File: src/rtl/if_id_queue_pkg.sv
// Shared pipeline definitions for the fetch/decode stage registers.
// Default widths and depth used by every stage queue.
package if_id_queue_pkg;

    localparam int DEF_INSTR_W = 16;
    localparam int DEF_PC_W    = 16;
    localparam int DEF_DEPTH   = 4;

    // Packed entry layout is {instruction, pc, branch_taken}.
    function automatic int entry_width(input int instr_w, input int pc_w);
        return instr_w + pc_w + 1;
    endfunction

endpackage

File: src/rtl/if_id_queue_mem.sv
// Entry storage for the fetch/decode queue: one synchronous write port and
// one asynchronous read port. Contents are not reset.
module if_id_queue_mem #(
    parameter int Depth = 4,
    parameter int Width = 33
) (
    input  logic                     CLK,
    input  logic                     wr_en,
    input  logic [$clog2(Depth)-1:0] wr_addr,
    input  logic [Width-1:0]         wr_data,
    input  logic [$clog2(Depth)-1:0] rd_addr,
    output logic [Width-1:0]         rd_data
);

    logic [Width-1:0] mem [Depth];

    always_ff @(posedge CLK) begin
        if (wr_en) begin
            mem[wr_addr] <= wr_data;
        end
    end

    assign rd_data = mem[rd_addr];

endmodule

File: src/rtl/if_id_queue.sv
// Fetch-to-decode instruction queue: strict FIFO of {instruction, pc,
// branch_taken} entries with flush, decode stall and a zero bubble when empty.
module if_id_queue
    import if_id_queue_pkg::*;
#(
    parameter int InstrWidth = DEF_INSTR_W,
    parameter int PCWidth    = DEF_PC_W,
    parameter int Depth      = DEF_DEPTH
) (
    input  logic                    CLK,
    input  logic                    RST,
    input  logic                    In_Valid,
    output logic                    In_Ready,
    input  logic [InstrWidth-1:0]   Instruction_In,
    input  logic [PCWidth-1:0]      PC_In,
    input  logic                    Branch_Taken_In,
    input  logic                    Stall,
    input  logic                    Flush,
    output logic                    Out_Valid,
    output logic [InstrWidth-1:0]   Instruction_Out,
    output logic [PCWidth-1:0]      PC_Out,
    output logic                    Branch_Taken_Out,
    output logic [$clog2(Depth):0]  Count
);

    localparam int AW = $clog2(Depth);
    localparam int CW = AW + 1;
    localparam int EW = entry_width(InstrWidth, PCWidth);
    localparam logic [CW-1:0] FULL_CNT = CW'(Depth);
    localparam logic [CW-1:0] CNT_ONE  = CW'(1);
    localparam logic [AW-1:0] PTR_ONE  = AW'(1);

    logic [AW-1:0] wr_ptr;
    logic [AW-1:0] rd_ptr;
    logic [CW-1:0] count;
    logic          push;
    logic          pop;
    logic [EW-1:0] head;

    // Ready/valid come from registered count only, so Stall never reaches In_Ready.
    assign In_Ready  = (count != FULL_CNT);
    assign Out_Valid = (count != '0);
    assign push      = In_Valid & In_Ready & ~Flush;
    assign pop       = Out_Valid & ~Stall & ~Flush;

    always_ff @(posedge CLK) begin
        if (!RST || Flush) begin
            wr_ptr <= '0;
            rd_ptr <= '0;
            count  <= '0;
        end else begin
            if (push) begin
                wr_ptr <= wr_ptr + PTR_ONE;
            end
            if (pop) begin
                rd_ptr <= rd_ptr + PTR_ONE;
            end
            case ({push, pop})
                2'b10:   count <= count + CNT_ONE;
                2'b01:   count <= count - CNT_ONE;
                default: count <= count;
            endcase
        end
    end

    if_id_queue_mem #(
        .Depth (Depth),
        .Width (EW)
    ) u_mem (
        .CLK     (CLK),
        .wr_en   (push),
        .wr_addr (wr_ptr),
        .wr_data ({Instruction_In, PC_In, Branch_Taken_In}),
        .rd_addr (rd_ptr),
        .rd_data (head)
    );

    // Empty queue presents an all-zero NOP bubble regardless of stale storage.
    always_comb begin
        Instruction_Out  = '0;
        PC_Out           = '0;
        Branch_Taken_Out = 1'b0;
        if (Out_Valid) begin
            {Instruction_Out, PC_Out, Branch_Taken_Out} = head;
        end
    end

    assign Count = count;

endmodule

File: config.mk
export PLATFORM = sky130hd
export DESIGN_NAME = if_id_queue
export DESIGN_NICKNAME = d
export VERILOG_FILES = /design/src/rtl/if_id_queue_pkg.sv /design/src/rtl/if_id_queue_mem.sv /design/src/rtl/if_id_queue.sv
export SDC_FILE = /design/constraint.sdc
export NUM_CORES = 1
export LEC_CHECK = 0
export CAP_MARGIN = 20
export CORE_ASPECT_RATIO = 1.5
export CORE_MARGIN = 4
export CORE_UTILIZATION = 58
export DETAILED_ROUTE_END_ITERATION = 8
export PLACE_DENSITY = 0.85
export SLEW_MARGIN = 20
export SYNTH_ARGS = -nofsm -noshare
export SYNTH_HDL_FRONTEND = slang
export SYNTH_HIERARCHICAL = 1
export SYNTH_SLANG_ARGS = --single-unit
File: constraint.sdc
create_clock -name CLK -period 10.4 [get_ports CLK]
set_input_delay 1.04 -clock CLK [delete_from_list [all_inputs] [get_ports CLK]]
set_output_delay 1.04 -clock CLK [all_outputs]
set_load 0.01 [all_outputs]
### Word level (Yosys, flattened, before mapping)

Memory sizes are Yosys's and may differ from the RTL's. A register that Yosys moved wholly into a read port is not among the register bits.
Cells that the tools add are included.

| storage, ports and cells | value |
|---|---|
| output and inout bits | 38 |
| register bits | 7 |
| input port bits | 38 |
| bits in writable memories | 132 |
| memories kept | 1 |

Memory list:

| name | depth | bits a word | rd ports | clocked after memory_dff | wr ports | RTL line | RTL |
|---|---|---|---|---|---|---|---|
| u_mem.mem | 4 | 33 | 1 | 1 | 1 | if_id_queue_mem.sv:15 | `logic [Width-1:0] mem [Depth];` |

| operators by class | value |
|---|---|
| bitwise logic cells | 6 |
| add/subtract/negate cells | 4 |
| reduce and logical (&&, ||, !) cells | 4 |
| mux-type cells | 8 |
| eq/ne operators | 3 |

Operator list:

| cell | number |
|---|---|
| $mux 16 | 2 |
| $pmux 3 s2 | 1 |
| $add 2x1->2 const B | 2 |
| $and 1x1->1 | 4 |
| $mux 2 | 2 |
| $add 3x1->3 const B | 1 |
| $mux 1 | 3 |
| $ne 3x3->1 const B | 1 |
| $reduce_bool 3->1 | 1 |
| $sub 3x1->3 const B | 1 |
| $eq 2x1->1 const B | 1 |
| $eq 2x2->1 const B | 1 |
| $not 1->1 | 2 |
| $reduce_bool 2->1 | 1 |
| $logic_not 1->1 | 1 |
| $logic_or 1x1->1 | 1 |

### Longest topological paths before layout

| depth | value |
|---|---|
| depth after elaboration | 5 |
| gate-level depth with buffers | 9 |
| depth with buffers taken out | 9 |

### Cells and area by module

Netlist, hierarchy kept.

By module, submodules not included:

| module | instances | area each (um^2) | cells an instance |
|---|---|---|---|
| if_id_queue_mem | 1 | 4839.6 | 177 |
| if_id_queue | 1 | 614.3 | 82 |

### Worst setup path before layout

OpenSTA, ideal clock, no wires.

| path | value |
|---|---|
| kind | input-to-reg |
| start | input port Flush |
| end | memory u_mem.mem[0][0], enable pin |
| data required time | 9929 ps |
| buffers on the path | 0 |
| setup time | 471 ps |
| arrival time | 3814 ps |
| stages | 2 |
| slack | 6115 ps |
| path through | nor3b_2 -> nor3b_1 |

| between the ends | value |
|---|---|
| cells in the longest elaborated chain, start to end | 4 |

Ends and longest elaborated chain:

| what | RTL line | RTL |
|---|---|---|
| from (decl) | if_id_queue.sv:18 | `input logic Flush,` |
| $not 1->1 | if_id_queue.sv:43 | `assign push = In_Valid & In_Ready & ~Flush;` |
| $and 1x1->1 | if_id_queue.sv:43 |  |
| $mux 1 | if_id_queue_mem.sv:18 | `if (wr_en) begin` |
| $mux 1 (not written as such) | if_id_queue_mem.sv:19 | `mem[wr_addr] <= wr_data;` |
| to (decl) | if_id_queue_mem.sv:15 |  |

No other way between the ends.

==> results by group <==
Status
  – Status: finished, final reports clean

Setup path
  – Critical Path Fanout Max: 36
  – Worst r2r src: Count[0]$_SDFFE_PP0P_
  – Reg2Reg Setup Slack: 7950 ps
  – CP Launch Point: rd_ptr[0]$_SDFFE_PP0P_
  – R2r worst-path depth: 9
  – Worst endpoint required time: 9360 ps
  – CP arrival: 2560 ps
  – Critical R2R Capture: Count[2]$_SDFFE_PP0P_
  – CP endpoint kind: output pin
  – Crit Path Class: flip-flop to output pin
  – Worst setup SP type: flip-flop

Logic synthesis
  – Synth top area cells: edfxtp_1, mux4_2, nor2b_1
  – Area leader, netlist: edfxtp_1
  – Number of synthesized register bits: 139
  – Sequential fraction of the synthesis area: 75.2%
  – Multiplexer area fraction after synthesis: 14.0%
  – Post-Synth XOR/XNOR Area: 0.321%
  – Post-synthesis simple-gate area fraction: 6.29%
  – Post-synth top area share: 72.7%
  – Adder-Cell Fraction of Synth Area: 0.596%
  – Post-Syn Instances: 259
  – Synth Area per Inst: 21.1 um^2
  – Largest family of logic cells by synthesized area: multiplexers
  – Mapped cell area: 5450 um^2
  – Synth unique cells: 27
  – Syn_nets: 299
  – Compound-cell area share of the yosys netlist: 0.826%
  – Yosys warns: 6

GRT
  – GR Util All Layers: 19.3%
  – Vias in the first global route: 2,961
  – GR Overflow Total: 0
  – Largest net degree at the start of global routing: 40
  – Initial antenna violation count: 0
  – Global-route wire length before repair: 15,200 um

Hold path
  – Hold Path Sink: wr_ptr[1]$_SDFFE_PP0P_
  – Critical hold path startpoint: wr_ptr[1]$_SDFFE_PP0P_
  – Min-delay worst type: flip-flop to flip-flop
  – Hold Path Cell Cnt: 2

Timing
  – Achievable Freq: 278 MHz
  – Fin crit share: 34.6%
  – RSZ-0062 raised after global routing: false
  – Worst relative slew slack: 38.1%
  – Number of setup violations in the final report: 0
  – Final Max Slew Viols: 0
  – Fin. Hold Viols: 0
  – Minimum clock period after layout: 3600 ps
  – Clock Skews: 6.69 ps
  – Worst Tran Pin Value: 929 ps
  – Post-Route Setup TNS: 0 ps

CTS
  – Setup bufs post-CTS: 0
  – Clock sink count: 139
  – Gates resized, CTS repair: 0
  – H-tree depth: 4
  – TritonCTS Buffers: 17
  – CTS root buffer: clkbuf_16
  – Hold_buf cts: 0
  – Worst-Skew Late Latency: 410 ps
  – Clock buffer depth: 2
  – CTS tree: done
  – Clock Pin Slew Worst Setup and Hold Paths: 60 ps

Routing
  – Vias per std cell: 5.68
  – Pre-antenna DRT Iters: 4
  – Residual DRC: 0
  – Via count: 2,660
  – Routed Antenna Nets: 0
  – WL final: 9610 um
  – Wire per inst: 20.5 um
  – Drt initial violations: 209

Power
  – Int Power: 0.00100 W
  – Clock share of power: 45.6%
  – PwrDens: 183 nW/um^2
  – Seq pwr share: 49.9%
  – Net Switching: 0.000247 W
  – Sw Share: 19.7%
  – Comb power frac: 4.5%
  – Lkg Pwr: 2.15 nW
  – Maximum vdd ir drop: 187 uV

Finish
  – Area grow syn2layout: 25.4%
  – Layout cells sized above 1: 20.8%
  – FILL cells: 526
  – ANT cells: 0
  – Layout Cells excl Fill: 468
  – Layout net count: 383

Floorplanning
  – Placeable Area: 9200 um^2
  – FP Rows: 43
  – Die width: 87.2 um
  – Starting Density: 59.3%
  – Die Y: 127 um
  – Die area: 11,100 um^2
  – Io pins: 76

Run
  – Max_cap viols: 0

Placed design
  – Cells after DPL: 436
  – Port Buf Inserts: 75
  – Post-DP HPWL: 5590 um
  – Routability Congestion: 0.698
through the flow:
stage / setup WS [ps] / utilization, % / area (um^2) / total power (W) / hold slack [ps]
6_report: 6800 / 74.4 / 6840 / 0.00125 / 560
5_1_grt: 6620 / 74.4 / 6840 / 0.00129 / 577
4_1_cts: 6710 / 74.4 / 6840 / 0.00126 / 550
3_5_place_dp: 7190 / 68.1 / 6260 / 0.000692 / 530
3_3_place_gp: 7220 / 68.1 / 6260 / 0.000690 / 510
2_1_floorplan: 6120 / - / 5450 / 0.000659 / 457
logic make-up after synthesis:
kind of cell               after synthesis
AOI/OAI and AO/OA                        9
xor gates and xnor gates                 2
adders and majority gates                2
buffers and inverters                   20
DFF                                    139
muxes                                   34
and+or+nand+nor                         53
layer usage:
metal  vias to the layer above  GRT usage, %  part of all wire (%)
met3                        19          6.89                   5.2
li1                       1206             -                     -
met2                        78          32.8                    56
met1                      1357          20.9                    36
met4                         0          10.0                   1.9
met5                         -             0                     0
cells in the final DEF (no fill, tap or decap):
cell and count:
edfxtp_1 132, nand2_1 1, clkbuf_16 17, fa_1 1, mux4_2 30, o21ai_0 4
dfxtp_1 5, and3_2 1, xor2_1 2, mux4_1 3, dfxtp_2 2, bufinv_16 2
clkdlybuf4s50_1 75, clkinv_2 2, and3b_2 2, clkinv_4 1, nor3_4 1, buf_4 3
and2b_1 4, clkinv_1 1, or3_1 4, inv_1 7, ha_1 1, nand2b_1 2
a21oi_1 5, nor3_1 1, mux2_2 1, clkinvlp_4 8, nor2_1 5, nor3b_2 3
nor2b_1 29, inv_6 1
registers in the layout, summed over array words and instances (netlist names):
name / flops
Count: 3
rd_ptr: 2
u_mem/mem: 132
wr_ptr: 2
power groups by stage:
stage / clock network, W / registers [W] / logic [W]
after floorplan: 0 / 0.000636 / 0.0000235
after global placement: 0 / 0.000635 / 0.0000545
after detailed placement: 0 / 0.000636 / 0.0000562
after CTS: 0.000583 / 0.000624 / 0.0000567
after global routing: 0.000609 / 0.000625 / 0.0000602
final: 0.000571 / 0.000624 / 0.0000557
critical path: stages, from the launching register on:
cell	delay (ps)
dfxtp_2	310
buf_4	530
mux4_1	630
and2b_1	180
clkdlybuf4s50_1	480
cell usage after synthesis (all sizes together):
cell type	n
xor2	2
clkbuf	2
mux2	1
o21ai	4
nor3	2
mux4	33
fa	1
buf	11
inv	7
edfxtp	132
and2b	4
or3	4
dfxtp	7
nor2	5
nand2b	2
a21oi	5
and3b	2
and3	1
nor3b	3
nand2	1
nor2b	29
ha	1
area by class of cell:
class | count | area, um^2 | share of cell area, %
Multi-Input combinational cell | 100 | 1220 | 17.8
Clock buffer | 17 | 425 | 6.22
Tap cell | 112 | 140 | 2.05
Clock inverter | 15 | 151 | 2.21
Sequential cell | 139 | 4110 | 60.0
Timing Repair Buffer | 78 | 773 | 11.3
Inverter | 7 | 26.3 | 0.384
worst max-delay path by stage:
stage	cells after the start	slack (ps)	endpoint
detailed placement	4	7190	Instruction_Out[15]
finish	4	6800	Branch_Taken_Out
global placement	4	7220	PC_Out[0]
global route	4	6620	PC_Out[0]
floorplan	2	6120	u_mem/mem[0][0]$_DFFE_PP_
CTS	4	6710	Branch_Taken_Out
No activity file was read; power rests on OpenSTA's default activity.
